### src/rtl/core_pkg.sv
// core_pkg: shared control-word indices, funct3 encodings, opcodes and LSU state
package core_pkg;
  localparam int unsigned CTRL_MEM_TO_REG = 0;
  localparam int unsigned CTRL_REG_WE     = 1;
  localparam int unsigned CTRL_MEM_WE     = 2;
  localparam int unsigned CTRL_MEM_RE     = 3;
  localparam int unsigned CTRL_IS_BRANCH  = 4;
  localparam int unsigned CTRL_ALUSRC     = 5;
  localparam int unsigned CTRL_ALUOP_LO   = 6;
  localparam logic [2:0] F3_B  = 3'b000;
  localparam logic [2:0] F3_H  = 3'b001;
  localparam logic [2:0] F3_W  = 3'b010;
  localparam logic [2:0] F3_BU = 3'b100;
  localparam logic [2:0] F3_HU = 3'b101;
  localparam logic [6:0] OP_LOAD  = 7'b0000011;
  localparam logic [6:0] OP_STORE = 7'b0100011;
  typedef enum logic [1:0] {S_IDLE, S_REQ, S_RSP} lsu_state_e;
endpackage

### src/rtl/lsu_align.sv
// lsu_align: byte enables, store lane replication, load extraction and access legality
module lsu_align
  import core_pkg::*;
(
  input  logic [2:0]  funct3,
  input  logic [1:0]  lane,
  input  logic        is_store,
  input  logic [31:0] wdata,
  input  logic [31:0] rdata,
  output logic        legal,
  output logic [3:0]  be,
  output logic [31:0] wdata_rep,
  output logic [31:0] ld_data
);
  logic [31:0] sh;
  logic size_ok, f3_ok;
  assign sh = rdata >> {lane, 3'b000};
  assign size_ok = funct3[1:0] == 2'b00 || (funct3[1:0] == 2'b01 && !lane[0]) ||
                   (funct3[1:0] == 2'b10 && lane == 2'b00);
  assign f3_ok = is_store ? funct3 inside {F3_B, F3_H, F3_W}
                          : funct3 inside {F3_B, F3_H, F3_W, F3_BU, F3_HU};
  assign legal = size_ok && f3_ok;
  assign be = funct3[1:0] == 2'b00 ? 4'b0001 << lane :
              funct3[1:0] == 2'b01 ? (lane[1] ? 4'b1100 : 4'b0011) :
              funct3[1:0] == 2'b10 ? 4'b1111 : 4'b0000;
  assign wdata_rep = funct3[1:0] == 2'b00 ? {4{wdata[7:0]}} :
                     funct3[1:0] == 2'b01 ? {2{wdata[15:0]}} : wdata;
  assign ld_data = funct3 == F3_B  ? {{24{sh[7]}}, sh[7:0]} :
                   funct3 == F3_H  ? {{16{sh[15]}}, sh[15:0]} :
                   funct3 == F3_BU ? {24'd0, sh[7:0]} :
                   funct3 == F3_HU ? {16'd0, sh[15:0]} : rdata;
endmodule

### src/rtl/lsu.sv
// lsu: single-outstanding load/store unit bridging the pipeline to a req/ready, rvalid bus
module lsu
  import core_pkg::*;
#(
  parameter int CTRL_WIDTH = 16
) (
  input  logic                  clk,
  input  logic                  rst_n,
  input  logic [CTRL_WIDTH-1:0] ctrl_i,
  input  logic                  valid_i,
  input  logic [2:0]            funct3_i,
  input  logic [31:0]           addr_i,
  input  logic [31:0]           wdata_i,
  output logic                  stall_o,
  output logic                  req_o,
  output logic                  we_o,
  output logic [31:0]           addr_o,
  output logic [31:0]           wdata_o,
  output logic [3:0]            be_o,
  input  logic                  ready_i,
  input  logic                  rvalid_i,
  input  logic [31:0]           rdata_i,
  output logic                  ld_valid_o,
  output logic [31:0]           ld_data_o,
  output logic                  st_done_o,
  output logic                  err_o
);
  lsu_state_e state, state_nx;
  logic mem_re, mem_we, is_idle, legal, launch, bad;
  logic [31:0] addr_q, wdata_rep, ld_data;
  logic [2:0] f3_q;
  logic [3:0] be;
  logic ctrl_unused;
  assign ctrl_unused = ^{ctrl_i[CTRL_WIDTH-1:4], ctrl_i[1:0]};
  assign mem_re = ctrl_i[CTRL_MEM_RE];
  assign mem_we = ctrl_i[CTRL_MEM_WE];
  assign is_idle = state == S_IDLE;
  // The aligner sees the live instruction while idle and the latched one afterwards
  lsu_align u_align (
    .funct3   (is_idle ? funct3_i : f3_q),
    .lane     (is_idle ? addr_i[1:0] : addr_q[1:0]),
    .is_store (mem_we),
    .wdata    (wdata_i),
    .rdata    (rdata_i),
    .legal    (legal),
    .be       (be),
    .wdata_rep(wdata_rep),
    .ld_data  (ld_data)
  );
  assign launch = is_idle && valid_i && (mem_re ^ mem_we) && legal;
  assign bad = is_idle && valid_i && ((mem_re && mem_we) || ((mem_re ^ mem_we) && !legal));
  assign req_o = state == S_REQ;
  assign addr_o = {addr_q[31:2], 2'b00};
  always_comb begin
    state_nx = launch ? S_REQ :
               (state == S_REQ && ready_i) ? (we_o ? S_IDLE : S_RSP) :
               (state == S_RSP && rvalid_i) ? S_IDLE : state;
    stall_o = launch || (state == S_REQ && !(we_o && ready_i)) || (state == S_RSP && !rvalid_i);
  end
  always_ff @(posedge clk) begin
    if (!rst_n) begin
      state      <= S_IDLE;
      addr_q     <= '0;
      f3_q       <= '0;
      we_o       <= 1'b0;
      be_o       <= '0;
      wdata_o    <= '0;
      ld_valid_o <= 1'b0;
      ld_data_o  <= '0;
      st_done_o  <= 1'b0;
      err_o      <= 1'b0;
    end else begin
      state <= state_nx;
      if (launch) begin
        addr_q  <= addr_i;
        f3_q    <= funct3_i;
        we_o    <= mem_we;
        be_o    <= be;
        wdata_o <= wdata_rep;
      end
      ld_valid_o <= state == S_RSP && rvalid_i;
      if (state == S_RSP && rvalid_i) ld_data_o <= ld_data;
      st_done_o <= state == S_REQ && ready_i && we_o;
      err_o     <= bad;
    end
  end
endmodule
### config.mk
export PLATFORM = sky130hd
export DESIGN_NAME = lsu
export DESIGN_NICKNAME = d
export VERILOG_FILES = /design/src/rtl/core_pkg.sv /design/src/rtl/lsu_align.sv /design/src/rtl/lsu.sv
export SDC_FILE = /design/constraint.sdc
export NUM_CORES = 1
export LEC_CHECK = 0
export ABC_AREA = 1
export CAP_MARGIN = 20
export CORE_MARGIN = 5
export CORE_UTILIZATION = 30
export CTS_CLUSTER_DIAMETER = 80
export CTS_CLUSTER_SIZE = 14
export DETAILED_ROUTE_END_ITERATION = 8
export GPL_TIMING_DRIVEN = 0
export PLACE_DENSITY_LB_ADDON = 0.3
export SLEW_MARGIN = 40
export SYNTH_ARGS = -nofsm -noshare
export SYNTH_HDL_FRONTEND = slang
export SYNTH_SLANG_ARGS = --single-unit
### constraint.sdc
create_clock -name clk -period 4.05 [get_ports clk]
set_clock_uncertainty 0.15 [all_clocks]
set_input_delay 0.81 -clock clk [delete_from_list [all_inputs] [get_ports clk]]
set_output_delay 0.81 -clock clk [all_outputs]
set_load 0.1 [all_outputs]
# Word level (Yosys, flattened, before mapping)
# Cells that the tools add are included.
[word_totals]
register_bits = 109
input_bits = 120
out_inout_bits = 106
word_cells = 73
[classes]
eq_ne = 8
n_shift = 2
muxes = 17
bitwise = 2
n_reduce_logical = 33
[op_table]
columns = ["operator", "count"]
rows = [
  ["$mux W32", 6],
  ["$shr A32 B5 Y16", 1],
  ["$mux W4", 4],
  ["$logic_and A1 B1 Y1", 15],
  ["$mux W2", 4],
  ["$eq A3 B3 Y1 const B", 2],
  ["$logic_not A2 Y1", 3],
  ["$reduce_bool A3 Y1", 2],
  ["$logic_or A1 B1 Y1", 5],
  ["$reduce_bool A5 Y1", 1],
  ["$eq A2 B1 Y1 const B", 2],
  ["$eq A2 B2 Y1 const B", 2],
  ["$logic_not A1 Y1", 4],
  ["$shl A1 B2 Y4 const A", 1],
  ["$eq A3 B1 Y1 const B", 1],
  ["$eq A3 B2 Y1 const B", 1],
  ["$logic_not A3 Y1", 1],
  ["$mux W3", 1],
  ["$mux W1", 2],
  ["$reduce_bool A2 Y1", 1],
  ["$reduce_or A2 Y1", 1],
  ["$not A1 Y1", 1],
  ["$xor A1 B1 Y1", 1],
]

# Longest topological paths before layout
[depth]
ltp_word = 11
depth_mapped = 13
ltp_nobuf = 12

# Cells and area by module
# From an unflattened synthesis, not the netlist that was laid out.
[hier_totals]
hier_cells = 1111
area_unflattened_um2 = 6732.7
[by_module_without_submodules]
columns = ["module", "instances", "cells_each", "area_per_inst_um2"]
rows = [
  ["lsu", 1, 834, 5457.7],
  ["lsu_align", 1, 277, 1275.0],
]

# Worst setup path after synthesis
# OpenSTA, ideal clock, no wires.
[synth_timing]
path_kind = "reg-to-output"
start = "register state[0]"
end = "output port stall_o"
arrival_time_ns = 2.658
path_slack_ns = 0.432
stages_incl_launch_ff = 5
path_buffers = 0
cell_sequence = "dfxtp_1 > inv_2 > nor2_1 > nand2_1 > nand3_1"
[synth_between]
word_cells_on_any_way = 30
[synth_rtl]
columns = ["element", "line_no", "rtl"]
rows = [
  ["start: declaration", "lsu.sv:28", "lsu_state_e state, state_nx;"],
  ["start signal: assignment", "lsu.sv:73", "state <= state_nx;"],
  ["$eq A2 B1 Y1", "-", ""],
  ["named net req_o", "lsu.sv:15", "output logic req_o,"],
  ["$logic_and A1 B1 Y1", "lsu.sv:58", "stall_o = launch || (state == S_REQ && !(we_o && ready_i)) || (state == S_RSP && !rvalid_i);"],
  ["$logic_or A1 B1 Y1 (2 in series)", "lsu.sv:58", ""],
  ["end: declaration", "lsu.sv:14", "output logic stall_o,"],
]
# The timed path passes the listed nets, and every way through them passes these cells.

# Worst setup path in the final report
[layout_timing]
start = "input port addr_i[0]"
end = "output port stall_o"
[layout_between]
elab_chain_len = 9
word_cells_on_any_way = 11
[layout_lines]
columns = ["element", "line_no", "rtl"]
rows = [
  ["start: declaration", "lsu.sv:12", "input logic [31:0] addr_i,"],
  ["$mux W2 *", "lsu.sv:41", ".lane (is_idle ? addr_i[1:0] : addr_q[1:0]),"],
  ["$logic_not A1 Y1", "lsu_align.sv:18", "assign size_ok = funct3[1:0] == 2'b00 || (funct3[1:0] == 2'b01 && !lane[0]) ||"],
  ["$logic_and A1 B1 Y1", "lsu_align.sv:18", ""],
  ["$logic_or A1 B1 Y1", "lsu_align.sv:18", ""],
  ["$logic_or A1 B1 Y1 *", "lsu_align.sv:18", ""],
  ["$logic_and A1 B1 Y1 *", "lsu_align.sv:22", "assign legal = size_ok && f3_ok;"],
  ["$logic_and A1 B1 Y1 *", "lsu.sv:50", "assign launch = is_idle && valid_i && (mem_re ^ mem_we) && legal;"],
  ["$logic_or A1 B1 Y1 * (2 in series)", "lsu.sv:58", ""],
]
# Mark *: on every way between the ends. The rest lies on a longest branch, timed or not.

==> metrics.md <==
| Metric | Value |
|---|---|
| CP max FO | `10` |
| Top_reg_cell synth | `dfxtp_1` |
| Synth top area share | `0.364` |
| Worst skew pair latency | `0.36 ns` |
| Synth cell count leaders | `nand2_1 (246), dfxtp_1 (109), nor2_1 (107), a21oi_1 (101), o21ai_0 (63)` |
| Switching Share | `0.445` |
| Sequential area share after synthesis | `0.364` |
| Number of I/O port buffers | `208` |
| Wirelength per Cell | `15.1 um` |
| Final Hold Fails | `0` |
| Fin. max-slew vios | `0` |
| Initial core utilization | `0.306` |
| Mean Syn Cell Area | `6.55 um2` |
| CP startpoint kind | `primary input` |
| Worst slew margin | `0.562` |
| Hold-fix buffers, CTS | `0` |
| Status | `finished, final reports clean` |
| Final Total Pwr | `around 3600 uW` |
| Die height | `151 um` |
| Worst Tran Pin Value | `about 0.65 ns` |
| Post-synth EDFFs | `0` |
| Gp weighted congestion | `0.893` |
| Rows | `51` |
| Crit path DAT | `around 2.9 ns` |
| RSZ-0062 raised after global routing | `false` |
| Leak | `around 0.004 uW` |
| Die width | `around 150 um` |
| Post-route setup slack | `0.166 ns` |
| Synth area leaders | `dfxtp_1 (36%), nand2_1 (15%), a21oi_1 (8.4%), nor2_1 (6.7%), nand3b_1 (5.9%)` |
| PwrDens | `436 mW/mm2` |
| Number of remaining DRC errors | `0` |
| Netlist cell types | `31` |
| Die area | `0.0229 mm2` |
| Largest net degree at the start of global routing | `20` |
| Post-Syn Area | `0.00599 mm2` |
| Final setup fails | `0` |
| Initial antenna violation count | `1` |
| Synth Warn # | `0` |
| Final ANT Viol Nets | `0` |
| Setup repair bufs after CTS | `0` |
| Critical path data required time | `3.09 ns` |
| Via-per-instance ratio | `between 4 and 5` |
| Worst VDD drop | `0.000207 V` |
| Cell taking the most area after synthesis | `dfxtp_1` |
| WHS | `0.329 ns` |
| GRT Total Usage | `0.180` |
| Hold Crit Class | `reg -> reg` |
| Clk root buf | `clkbuf_16` |
| Post-CTS Resized | `0` |
| Clock sinks | `109` |
| Clock buffer depth | `2` |
| Final wirelength | `21200 um` |
| Final core occ | `0.417` |
| CORE AREA | `0.0196 mm2` |
| Nets | `1255` |
| Initial DRC Count | `339` |
| TritonCTS buffer count | `9` |
| Worst-path clk slew | `0.08 ns` |
| Synth Instances | `between 900 and 1000` |
| CTS H-Tree Depth | `3` |
| Max Fclk | `roughly 260 MHz` |
| Vias in the first global route | `6074` |
| First-pass GRT wire length | `32200 um` |
| FF+latch count, synth | `109` |
| N_diodes | `0` |
| Remaining global-route overflow | `0` |
| CTS tree | `done` |
| Vias | `6410` |
| Tcrit/Tclk final | `0.959` |
| Critical path class | `in -> out` |
| Sequential power share | `0.334` |
| Boundary Pins | `around 230` |
| Logic pwr share | `0.421` |
| Area Growth Syn to Fin | `36.5%` |
| Place WS | `0.103 ns` |
| DRT Pass-1 Iters | `5` |
| Internal power | `1980 uW` |
| Sw Pwr | `1590 uW` |
| Synth async-reset ratio | `0` |
| Max-cap violations | `0` |
| Crit. End Element | `primary output` |
| Top-count cell post-synth | `nand2_1` |
| Setup Total Neg Slack | `0 ns` |
| DP HPWL | `16700 um` |
| Post-layout min period | `between 3 and 4 ns` |
| Clock power frac | `0.245` |
| Share of layout cells above drive strength 1 | `0.183` |
==> critical path, cell delays in order <==
cell and delay [ns]:
clkdlybuf4s50_1 0.45, nand2_1 0.12, nand2_2 0.13, nor2_4 0.20, nand3_1 0.16, nand2_1 0.22
nand2_2 0.16, buf_2 0.24, nand3_1 0.10, clkbuf_4 0.33
==> flip-flops by register name (all words and copies together), names as in the netlist <==
name / flops
ld_data_o: 32
err_o: 1
state: 2
we_o: 1
ld_valid_o: 1
f3_q: 3
be_o: 4
st_done_o: 1
addr_q: 32
wdata_o: 32
==> routing by layer <==
metal	GRT usage	vias to the layer above	wire [um]
met3	0.0583	28	1720
met4	0.0385	2	369
met5	0	-	13
met2	0.311	189	9970
li1	-	3339	-
met1	0.220	2852	9170
==> power groups by stage <==
| stage | sequential [uW] | clock [uW] | combinational, uW |
|---|---|---|---|
| after CTS | 1190 | 903 | 1500 |
| after global placement | 1220 | 0 | 1570 |
| final | 1190 | 873 | 1500 |
| after floorplan | 1530 | 0 | 822 |
| after global routing | 1200 | 939 | 1610 |
| after detailed placement | 1220 | 0 | 1500 |
==> metrics by stage <==
stage | cell area [um2] | cells
6_report | 8170 | 1403
5_1_grt | 8170 | 1403
4_1_cts | 8170 | 1403
3_5_place_dp | 7890 | 1388
3_3_place_gp | 8410 | 1388
2_1_floorplan | 5990 | 915
==> cell type report <==
cell class              count  area [um2]
inverters                  68         255
plain buffers              92         528
well taps                 265         332
repair buffers            208        1560
flip-flops and latches    109        2180
fillers                  2143       11400
clock inverters             6        60.1
clock buffers               9         225
multi-input cells         646        3030
==> path summary, 6_finish.rpt <==
| check | start | endpoint | slack [ns] | depth (start not counted) |
|---|---|---|---|---|
| worst max-delay path | addr_i[0] | stall_o | 0.17 | 10 |
| worst max register to register | state[1] | addr_q[26] | 1.73 | 12 |
| worst min-delay path | wdata_o[1] | wdata_o[1] | 0.33 | 2 |
| worst min register to register | wdata_o[1] | wdata_o[1] | 0.33 | 2 |
==> cells by family after synthesis <==
kind of cell    share of synthesized area
simple gates                        0.338
buf+inv                             0.131
other cells                      0.000626
fa+ha+maj                         0.00209
compound gates                      0.164
flops                               0.364
==> layout by cell type (no fill, tap or decap), types with 2 or more instances in the layout <==
cell type        Yosys  routed
a21oi_1            101     101
buf_1                8       8
buf_2               26     129
buf_4               38      38
clkbuf_1            19      19
clkbuf_16            0       9
clkdlybuf4s50_1      0     104
clkinvlp_4           0       2
conb_1               1       2
dfxtp_1            109     109
inv_1               62      62
inv_2                6       6
nand2_1            246     246
nand2_2              6       6
nand3_1             44      44
nand3b_1            47      47
nor2_1             107     107
nor2_4               4       4
o211ai_1            12      12
o21ai_0             63      63
o21ai_2              2       2
(Power assumes the default switching activity.)
